<file path="src/rtl/dcache_responder.sv">
// Direct-mapped, write-through, no-write-allocate data cache for the core's memory stage.
// Read hits are answered in the same cycle. Misses and stores use a req/ack backing memory.
module dcache_responder #(
    parameter int unsigned LINES = 16,
    parameter int unsigned CNT_W = 16
) (
    input  logic             clk,
    input  logic             rst,
    input  logic [31:0]      dCacheAddr,
    input  logic             dCacheReadEn,
    input  logic             dCacheWriteEn,
    input  logic [31:0]      dCacheWriteData,
    output logic [31:0]      dCacheReadData,
    output logic             dCacheStall,
    output logic             memReq,
    output logic             memWe,
    output logic [31:0]      memAddr,
    output logic [31:0]      memWData,
    input  logic [31:0]      memRData,
    input  logic             memAck,
    output logic [CNT_W-1:0] rdHitCnt,
    output logic [CNT_W-1:0] rdMissCnt
);
    localparam int unsigned IDX_W = $clog2(LINES);
    localparam int unsigned TAG_W = 30 - IDX_W;

    typedef enum logic [1:0] {StIdle, StRdMiss, StWrThru} state_e;

    state_e             state_q;
    logic [LINES-1:0]   valid_q;
    logic [TAG_W-1:0]   tag_q  [LINES];
    logic [31:0]        data_q [LINES];

    logic [IDX_W-1:0]   idx;
    logic [TAG_W-1:0]   tag;
    logic [IDX_W-1:0]   req_idx;
    logic [TAG_W-1:0]   req_tag;
    logic               line_hit;
    logic               unused_addr_bits;

    assign idx      = dCacheAddr[IDX_W+1:2];
    assign tag      = dCacheAddr[31:IDX_W+2];
    // The latched request address is the only source for the fill location.
    assign req_idx  = memAddr[IDX_W+1:2];
    assign req_tag  = memAddr[31:IDX_W+2];
    assign line_hit = valid_q[idx] && (tag_q[idx] == tag);
    assign unused_addr_bits = ^{dCacheAddr[1:0], memAddr[1:0]};

    always_comb begin
        dCacheStall    = 1'b0;
        dCacheReadData = '0;
        if (!rst) begin
            unique case (state_q)
                StIdle: begin
                    if (dCacheWriteEn) begin
                        dCacheStall = 1'b1;
                    end else if (dCacheReadEn) begin
                        if (line_hit) begin
                            dCacheReadData = data_q[idx];
                        end else begin
                            dCacheStall = 1'b1;
                        end
                    end
                end
                StRdMiss: begin
                    dCacheStall = !memAck;
                    if (memAck) begin
                        dCacheReadData = memRData;
                    end
                end
                StWrThru: dCacheStall = !memAck;
                default: ;
            endcase
        end
    end

    always_ff @(posedge clk or posedge rst) begin
        if (rst) begin
            state_q   <= StIdle;
            valid_q   <= '0;
            memReq    <= 1'b0;
            memWe     <= 1'b0;
            memAddr   <= '0;
            memWData  <= '0;
            rdHitCnt  <= '0;
            rdMissCnt <= '0;
        end else begin
            unique case (state_q)
                StIdle: begin
                    if (dCacheWriteEn) begin
                        memAddr  <= {dCacheAddr[31:2], 2'b00};
                        memWData <= dCacheWriteData;
                        memReq   <= 1'b1;
                        memWe    <= 1'b1;
                        state_q  <= StWrThru;
                    end else if (dCacheReadEn) begin
                        if (line_hit) begin
                            if (rdHitCnt != {CNT_W{1'b1}}) begin
                                rdHitCnt <= rdHitCnt + CNT_W'(1);
                            end
                        end else begin
                            memAddr <= {dCacheAddr[31:2], 2'b00};
                            memReq  <= 1'b1;
                            memWe   <= 1'b0;
                            state_q <= StRdMiss;
                            if (rdMissCnt != {CNT_W{1'b1}}) begin
                                rdMissCnt <= rdMissCnt + CNT_W'(1);
                            end
                        end
                    end
                end
                StRdMiss: begin
                    if (memAck) begin
                        valid_q[req_idx] <= 1'b1;
                        memReq           <= 1'b0;
                        state_q          <= StIdle;
                    end
                end
                StWrThru: begin
                    if (memAck) begin
                        memReq  <= 1'b0;
                        memWe   <= 1'b0;
                        state_q <= StIdle;
                    end
                end
                default: state_q <= StIdle;
            endcase
        end
    end

    // Tag/data arrays carry no reset; valid bits alone qualify them.
    always_ff @(posedge clk) begin
        if (!rst) begin
            if (state_q == StIdle && dCacheWriteEn && line_hit) begin
                data_q[idx] <= dCacheWriteData;
            end else if (state_q == StRdMiss && memAck) begin
                tag_q[req_idx]  <= req_tag;
                data_q[req_idx] <= memRData;
            end
        end
    end
endmodule
</file>
<file path="config.mk">
export PLATFORM = sky130hd
export DESIGN_NAME = dcache_responder
export DESIGN_NICKNAME = d
export VERILOG_FILES = /design/src/rtl/dcache_responder.sv
export SDC_FILE = /design/constraint.sdc
export NUM_CORES = 1
export LEC_CHECK = 0
export CAP_MARGIN = 20
export CORE_MARGIN = 5
export CORE_UTILIZATION = 45
export CTS_CLUSTER_DIAMETER = 100
export DETAILED_ROUTE_END_ITERATION = 6
export PLACE_DENSITY_LB_ADDON = 0.2
export SLEW_MARGIN = 40
export SYNTH_ARGS = -nofsm -noshare
export SYNTH_HDL_FRONTEND = slang
export SYNTH_SLANG_ARGS = --single-unit
</file>
<file path="constraint.sdc">
create_clock -name clk -period 8.1 [get_ports clk]
set_clock_uncertainty 0.15 [all_clocks]
set_input_delay 1.215 -clock clk [delete_from_list [all_inputs] [get_ports clk]]
set_output_delay 1.215 -clock clk [all_outputs]
set_load 0.005 [all_outputs]
</file>
After elaboration in Yosys (flattened, before gate mapping) --
Memories as Yosys holds them, arrays and structs flattened. Cells that the tools add are included.
Storage, ports and cells: bits in registers 116, RAM bits 928, input port bits 101, output and inout port bits 131, word-level logic and storage cells 90, memories 2
Operators by class: $add $sub $neg 2, $lt $le $gt $ge 3, eq/ne operators 10, mux-type cells 42, bitwise operators 3, reductions and logical operators 20
Memories:
- data_q | depth 16, width 32, rd ports 1, clocked after memory_dff 0, wr ports 1, line 32 | logic [31:0] data_q [LINES];
- tag_q | depth 16, width 26, rd ports 1, clocked after memory_dff 0, wr ports 1, line 31 | logic [TAG_W-1:0] tag_q [LINES];
Operators by type and width (number):
- $mux 32 | 9
- $pmux 32 s2 | 1
- $add 16x1->16 const B | 2
- $ne 16x16->1 const B | 2
- $reduce_or 32->1 | 1
- $eq 26x26->1 | 1
- $mux 1 | 21
- $or 16x16->16 | 1
- $lt 4x5->1 const B | 2
- $reduce_and 5->1 | 2
- $mux 2 | 4
- $reduce_and 4->1 | 2
- $ne 3x3->1 const B | 2
- $pmux 1 s2 | 3
- $reduce_and 3->1 | 2
- $reduce_bool 2->1 | 3
- $logic_and 1x1->1 | 5
- $bmux 1 s4 | 1
- $demux 1 s4 | 1
- $ge 4x1->1 const B | 1
- $mux 4 | 1
- $ne 2x2->1 const B | 2
- $pmux 2 s2 | 1
- $reduce_and 2->1 | 2
- other kinds (7) | 8

Longest topological paths before layout --
Gate-level depths: netlist (run 1).
depth after elaboration 9, mapped depth 16, gate-level depth less buffers 9

Worst setup path after synthesis (run 1) --
Ideal clock, no wire load.
path kind input to register, start point input port rst, end point memory data_q[11][0] (enable), setup time 461 ps, data arrival time 7185 ps, required time 7489 ps, path slack 303 ps, stages on the path 6, buffers on the path 1, path through clkbuf_1 -> inv_1 -> nand2_1 -> a31oi_2 -> mux2_2 -> nor3_1
On the way: cells in the longest elaborated chain, start to end 4, elaborated cells on any way between the ends 7, classes of those cells mux (6); reduce/logical (1)
RTL lines:
- start: declaration | line 8 | input logic rst,
- $mux 1 | line 133 | if (!rst) begin
- $mux 1 (implied by the code) | line 138 | data_q[req_idx] <= memRData;
- $reduce_or 32->1 (no line)
- $mux 4 (no line) or $mux 1 (tied branches)
- end: declaration | line 32
Several ways; a longest one is shown, not always the timed one.

Worst setup path in the final report (run 1) --
start point input port dCacheAddr[2], end point output port dCacheReadData[31]
On the way: cells in the longest elaborated chain, start to end 8, elaborated cells on any way between the ends 11, classes of those cells eq/ne (1); mux (7); reduce/logical (1); memory (2)
RTL lines:
- start: declaration | line 9 | input logic [31:0] dCacheAddr,
- $mem_v2 16x26 or $bmux 1 s4 (tied branches)
- $eq 26x26->1 or $mux 1 (tied branches) | line 46 | assign line_hit = valid_q[idx] && (tag_q[idx] == tag);
- $logic_and 1x1->1 | line 46
- $mux 32 (*) | line 58 | if (line_hit) begin
- $mux 32 (*) | line 57 | end else if (dCacheReadEn) begin
- $mux 32 (*) | line 55 | if (dCacheWriteEn) begin
- $pmux 32 s2 (*) | line 53 | unique case (state_q)
- $mux 32 (*) | line 52 | if (!rst) begin
- end: declaration | line 13 | output logic [31:0] dCacheReadData,
Every way passes the cells marked *; elsewhere a longest branch is shown, timed or not. The select of a mux whose other input is x is not followed.

==> results of run 1 <==
## synth_stat cells, drive strengths merged (8+ instances only)
library cell / count / area (sq um)
edfxtp: 928 / 27900
mux4: 246 / 5540
dfrtp: 114 / 2850
mux2: 105 / 1180
nand2: 76 / 285
mux2i: 71 / 711
clkbuf: 59 / 221
buf: 52 / 318
xnor2: 43 / 377
nand2b: 40 / 250
a21oi: 38 / 190
nor2: 35 / 131
nor3: 28 / 140
nand3: 27 / 135
and3: 26 / 163
xor2: 20 / 175
a221oi: 13 / 114
nand4: 13 / 81.3
nor2b: 13 / 81.3
a22oi: 12 / 90.1
o21ai: 12 / 63.8
a21o: 9 / 67.6
inv: 8 / 30.0
## sequential cells by signal, indices dropped and copies added, names as in the netlist
register and flops:
memWData 32, valid_q 16, rdHitCnt 16, tag_q 416
data_q 512, memReq 1, rdMissCnt 16, memAddr 30
memWe 1, state_q 2
## layout make-up
type,count,area [sq um]
clock inverter,62,677
inverter,8,40.0
clock buffer,138,2930
fill,7012,42400
sequential,1042,30700
multi-input combinational,890,10500
tap,1186,1480
timing repair buffer,294,2840
## routing by layer
layer	vias up	GRT usage, %	routed length (microns)
met1	11208	28.0	41500
met2	699	33.8	49600
met5	-	0	19
met3	173	3.79	6580
li1	8960	-	-
met4	4	5.57	2670
## worst paths after layout
| path | to | start |
|---|---|---|
| max in group asynchronous | memAddr[23] | rst |
| worst max-delay path | dCacheReadData[31] | dCacheAddr[2] |
| worst min-delay path | valid_q[0] | valid_q[0] |
| worst max register to register | data_q[11][13] | tag_q[3][22] |
| min in group asynchronous | memAddr[5] | rst |
| worst min register to register | valid_q[0] | valid_q[0] |
## worst max-delay path, cell delays in order
cell and delay [ns]:
buf_8 0.33, buf_4 0.53, buf_4 0.44, mux2i_1 0.13, a22o_1 0.24, a221oi_1 0.27
xor2_1 0.14, a2111oi_0 0.33, o2111a_1 0.41, nand4b_1 0.13, buf_4 0.36, nand2b_1 0.25
a21oi_1 0.51, clkdlybuf4s50_1 0.62
## power groups by stage
stage,logic (W),clock network (W),registers [W]
2_1_floorplan,0.000809,0,0.00687
3_3_place_gp,0.00157,0,0.00699
3_5_place_dp,0.00160,0,0.00705
4_1_cts,0.00161,0.00514,0.00693
5_1_grt,0.00169,0.00535,0.00700
6_report,0.00158,0.00503,0.00693
## metrics by stage
| stage | setup WS (ns) | std cells |
|---|---|---|
| after floorplan | 0.303 | 2051 |
| after global placement | 0.855 | 3419 |
| after detailed placement | 0.837 | 3419 |
| after CTS | 0.822 | 3619 |
| after global routing | 0.570 | 3620 |
| final | 0.767 | 3620 |
## cell families (layout without fill, tap and decap cells)
logic type,Yosys count,in the layout,synth area share [%]
XOR/XNOR,63,63,1.33
AO/OA/AOI/OAI,120,120,2.05
flip-flops,1042,1042,73.8
other,1,2,0.00901
multiplexers,422,422,17.9
AND/OR/NAND/NOR,277,277,3.37
adder cells (fa/ha/maj),6,6,0.180
buffers and inverters,119,502,1.37
==> flow_metrics.py, run 1 <==
metrics = {
    "floorplanning": {
        "floorplan.die_area_sq_um": 98600,
        "fp-row-count": 111,
        "io_pins": 232,
        "coreArea_sq_um": 91700,
        "die_width_microns": 314,
        "floorplan.initialDensity_pct": 45.4,
        "die-height_microns": 314,
    },
    "drt": {
        "ant_nets": 0,
        "routed-via-count": 21044,
        "drt_iter0_drc": 1758,
        "routedWlPerCell_microns": 27.7,
        "viasPerCell": 5.81,
        "firstDrtPassIters": 5,
        "routed_wirelength_microns": 100000,
        "route.detailed.drc": 0,
    },
    "sta": {
        "min_period_over_period_pct": 90.5,
        "slew-limit-headroom_pct": 44.9,
        "maxSlewViolCount": 0,
        "tightest_slew_ns": 0.827,
        "final.min_clock_period_ns": 7.33,
        "final.setup.tns_ns": 0,
        "max_clock_freq_mhz": 136,
        "rsz0062_at_grt": "no",
        "report.final.hold_viol_count": 0,
        "finalSetupViolations": 0,
        "worst_hold_slack_ns": 0.314,
    },
    "clocking": {
        "clock_slew_at_the_register_clock_pins_of_the_worst_setup_and_hold_paths_ns": 0.06,
        "h-tree-depth": 3,
        "cts.path.max_buffers": 3,
        "cts_post_setup_buffers_inserted": 0,
        "holdBufCountCts": 0,
        "worstSkewPairLatency_ns": 0.67,
        "post_cts_resize_count": 0,
        "cts_buffers": 107,
        "cts_num_sinks": 1042,
        "clock_tree_from_tritoncts": "done",
        "clock-root-buffer": "clkbuf_16",
    },
    "global_routing": {
        "overall_global_routing_usage_pct": 20.3,
        "grt_first_pass_wirelength_microns": 148000,
        "grt_start_max_net_pins": 84,
        "vias_in_the_first_global_route": 22084,
        "initial_antenna_violation_count": 3,
        "global_route_congestion_overflow_total": 0,
    },
    "power": {
        "clock_power_share_pct": 37.2,
        "cell_internal_pwr_w": 0.0103,
        "post-layout-total-power_w": 0.0135,
        "p_comb_share_pct": 11.7,
        "power_switching_w": 0.00323,
        "power.leakage_nw": 16.2,
        "power.switching_fraction_pct": 23.9,
        "ir_drop_v": 0.000188,
        "power_per_cell_area_nw_per_um2": 275,
        "power.share.sequential_pct": 51.2,
    },
    "synth": {
        "count_of_flip_flops_with_a_built_in_enable_after_synthesis": 928,
        "yosysWarningCount": 0,
        "netlist_instances": 2050,
        "synth_async_sr_flop_share_pct": 10.9,
        "synth-seq-area-share_pct": 73.8,
        "dominantRegCellSynth": "edfxtp_1",
        "post_synth_num_cell_types": 64,
        "syn-cell-area_sq_um": 41600,
        "synth.ff_latch_count": 1042,
        "synthesis.area_per_instance_sq_um": 20.3,
    },
    "hold_path": {
        "timing.hold.worst_path_depth": 1,
        "holdCritPathClass": "flip-flop to flip-flop",
    },
    "final_layout": {
        "final_core_util_pct": 53.7,
        "fin_area_sq_um": 49200,
        "antennaDiodeCount": 0,
        "number_of_nets_in_the_layout": 2450,
        "area.growth.synth_to_final_pct": 18.3,
        "final_common_cell": "edfxtp_1",
        "layout-drive-gt1-share_pct": 25.3,
        "most-common-layout-cells": "edfxtp_1, mux4_2, clkdlybuf4s50_1",
    },
    "setup_path": {
        "worstPathMaxFanout": 48,
        "r2r_cells": 10,
        "crit_arrival_ns": 5.97,
        "worst-r2r-setup-slack_ns": 3.18,
        "setup.worst_path.start_class": "input pin",
        "end_kind": "primary output",
        "worst_ep_required_time_ns": 6.73,
        "worst-setup-path-type": "input pin to primary output",
    },
    "flow_run": {
        "cap_violations": 0,
    },
    "place": {
        "gpl.final_weighted_congestion": 0.747,
        "port_buffers": 227,
        "detailed_place_hpwl_microns": 56500,
        "placement.cell_area_sq_um": 45600,
    },
    "outcome": {
        "run_status": "completed",
    },
}
No activity file was read; power rests on OpenSTA's default activity.
==> run 2: changes to the inputs <==
--- a/config.mk
+++ b/config.mk
@@ -10,7 +10,6 @@
 export CORE_UTILIZATION = 45
 export CTS_CLUSTER_DIAMETER = 100
 export DETAILED_ROUTE_END_ITERATION = 6
-export PLACE_DENSITY_LB_ADDON = 0.2
 export SLEW_MARGIN = 40
 export SYNTH_ARGS = -nofsm -noshare
 export SYNTH_HDL_FRONTEND = slang
==> flow_metrics.py, run 2 (synthesis results as in run 1) <==
metrics = {
    "sta": {
        "worst_hold_slack_ns": 0.309,
        "min_period_over_period_pct": 88.6,
        "rsz0062_at_grt": "no",
        "maxSlewViolCount": 0,
        "finalSetupViolations": 0,
        "final.min_clock_period_ns": 7.18,
        "final.setup.tns_ns": 0,
        "max_clock_freq_mhz": 139,
        "timing.final.ws_setup_ns": 0.922,
        "tightest_slew_ns": 0.753,
        "slew-limit-headroom_pct": 49.8,
        "report.final.hold_viol_count": 0,
    },
    "drt": {
        "wl_met3_microns": 5690,
        "route.detailed.drc": 0,
        "total_length_of_routed_met2_wires_microns": 51300,
        "routedWlPerCell_microns": 27.7,
        "met1Wirelength_microns": 41100,
        "ant_nets": 0,
        "routed-via-count": 21033,
        "viasPerCell": 5.79,
        "drt_iter0_drc": 1997,
        "route.top_layer_used": "met4",
        "firstDrtPassIters": 7,
        "routed_wirelength_microns": 101000,
    },
    "clocking": {
        "post_cts_resize_count": 0,
        "holdBufCountCts": 0,
        "cts_buffers": 105,
        "cts_num_sinks": 1042,
        "h-tree-depth": 3,
        "cts_post_setup_buffers_inserted": 0,
        "clock-root-buffer": "clkbuf_16",
        "clock_tree_from_tritoncts": "done",
        "cts.path.max_buffers": 3,
        "worstSkewPairLatency_ns": 0.67,
        "clock_slew_at_the_register_clock_pins_of_the_worst_setup_and_hold_paths_ns": 0.06,
    },
    "power": {
        "p_comb_share_pct": 11.9,
        "ir_drop_v": 0.000192,
        "power.leakage_nw": 16.2,
        "power.share.sequential_pct": 52.1,
        "power_switching_w": 0.00324,
        "power_per_cell_area_nw_per_um2": 270,
        "power.switching_fraction_pct": 24.4,
        "clock_power_share_pct": 36.0,
        "cell_internal_pwr_w": 0.0101,
    },
    "floorplanning": {
        "io_pins": 232,
        "coreArea_sq_um": 91700,
        "fp-row-count": 111,
        "floorplan.initialDensity_pct": 45.4,
        "die-height_microns": 314,
        "die_width_microns": 314,
        "floorplan.die_area_sq_um": 98600,
    },
    "final_layout": {
        "most-common-layout-cells": "edfxtp_1, mux4_2, clkdlybuf4s50_1",
        "regMostFlops": "data_q",
        "fillers": 7113,
        "layout-drive-gt1-share_pct": 25.3,
        "number_of_nets_in_the_layout": 2457,
        "area.growth.synth_to_final_pct": 18.3,
        "final_common_cell": "edfxtp_1",
        "largest_reg_flops": 512,
        "final_core_util_pct": 53.7,
        "reg_top3": "data_q x512, tag_q x416, memWData x32",
    },
    "place": {
        "detailed_place_hpwl_microns": 57900,
        "port_buffers": 227,
        "pre_cts_ws_ns": 0.830,
        "gpl.final_weighted_congestion": 0.770,
    },
    "flow_run": {
        "cap_violations": 0,
    },
    "global_routing": {
        "vias_in_the_first_global_route": 21885,
        "overall_global_routing_usage_pct": 20.4,
        "grt_start_max_net_pins": 91,
        "global_route_congestion_overflow_total": 0,
        "initial_antenna_violation_count": 0,
        "grt_first_pass_wirelength_microns": 149000,
    },
    "setup_path": {
        "setup.worst_path.start_class": "input pin",
        "worst_ep_required_time_ns": 6.73,
        "end_kind": "primary output",
        "crit_arrival_ns": 5.81,
        "worst-setup-path-type": "input pin to primary output",
        "r2r_cells": 10,
        "worstPathMaxFanout": 90,
    },
    "hold_path": {
        "timing.hold.worst_path_depth": 1,
        "holdCritPathClass": "flip-flop to flip-flop",
    },
    "outcome": {
        "run_status": "completed",
    },
}
[run 2: final timing paths]
kind                               startpoint                  to  slack (ns)
min in group asynchronous                 rst         memWData[0]        1.06
worst min-delay path               valid_q[5]          valid_q[5]        0.31
worst max-delay path            dCacheAddr[2]  dCacheReadData[31]        0.92
worst min register to register     valid_q[5]          valid_q[5]        0.31
max in group asynchronous                 rst        memWData[22]        5.59
worst max register to register  tag_q[15][11]       data_q[7][24]        3.20
[run 2: final cells by class]
type | count | area, sq um | area share [%]
Antenna cell | 1 | 2.50 | 0.00508
Clock buffer | 156 | 2970 | 6.03
Clock inverter | 44 | 500 | 1.02
Inverter | 8 | 37.5 | 0.0763
Multi-Input combinational cell | 890 | 10500 | 21.4
Sequential cell | 1042 | 30700 | 62.4
Tap cell | 1186 | 1480 | 3.01
Timing Repair Buffer | 303 | 2980 | 6.05
[run 2: worst max-delay path, cell delays in order]
cell	delay, ns
buf_8	0.42
buf_12	0.60
mux4_2	0.60
xnor2_1	0.20
a21oi_1	0.09
a21oi_1	0.21
o2111ai_1	0.22
a2111oi_4	0.52
nand4b_1	0.23
buf_4	0.24
nand2b_1	0.16
a21oi_1	0.45
clkdlybuf4s50_1	0.61
[run 2: power by group through the flow]
stage	registers [W]	logic (W)	clock network (W)
finish	0.00693	0.00158	0.00479
global route	0.00700	0.00170	0.00515
CTS	0.00694	0.00161	0.00491
detailed placement	0.00705	0.00160	0
global placement	0.00700	0.00157	0
floorplan	0.00687	0.000809	0
[run 2: stage by stage]
step / instances / power, W / cell area (sq um)
after floorplan: 2051 / 0.00768 / 41600
after global placement: 3429 / 0.00857 / 45700
after detailed placement: 3429 / 0.00866 / 45700
after CTS: 3629 / 0.0135 / 49200
after global routing: 3629 / 0.0139 / 49200
final: 3630 / 0.0133 / 49200
[run 2: metal layers]
layer	GRT usage, %	up-vias
met4	5.20	0
met1	28.0	11257
li1	-	9002
met2	34.8	624
met5	0	-
met3	3.19	150
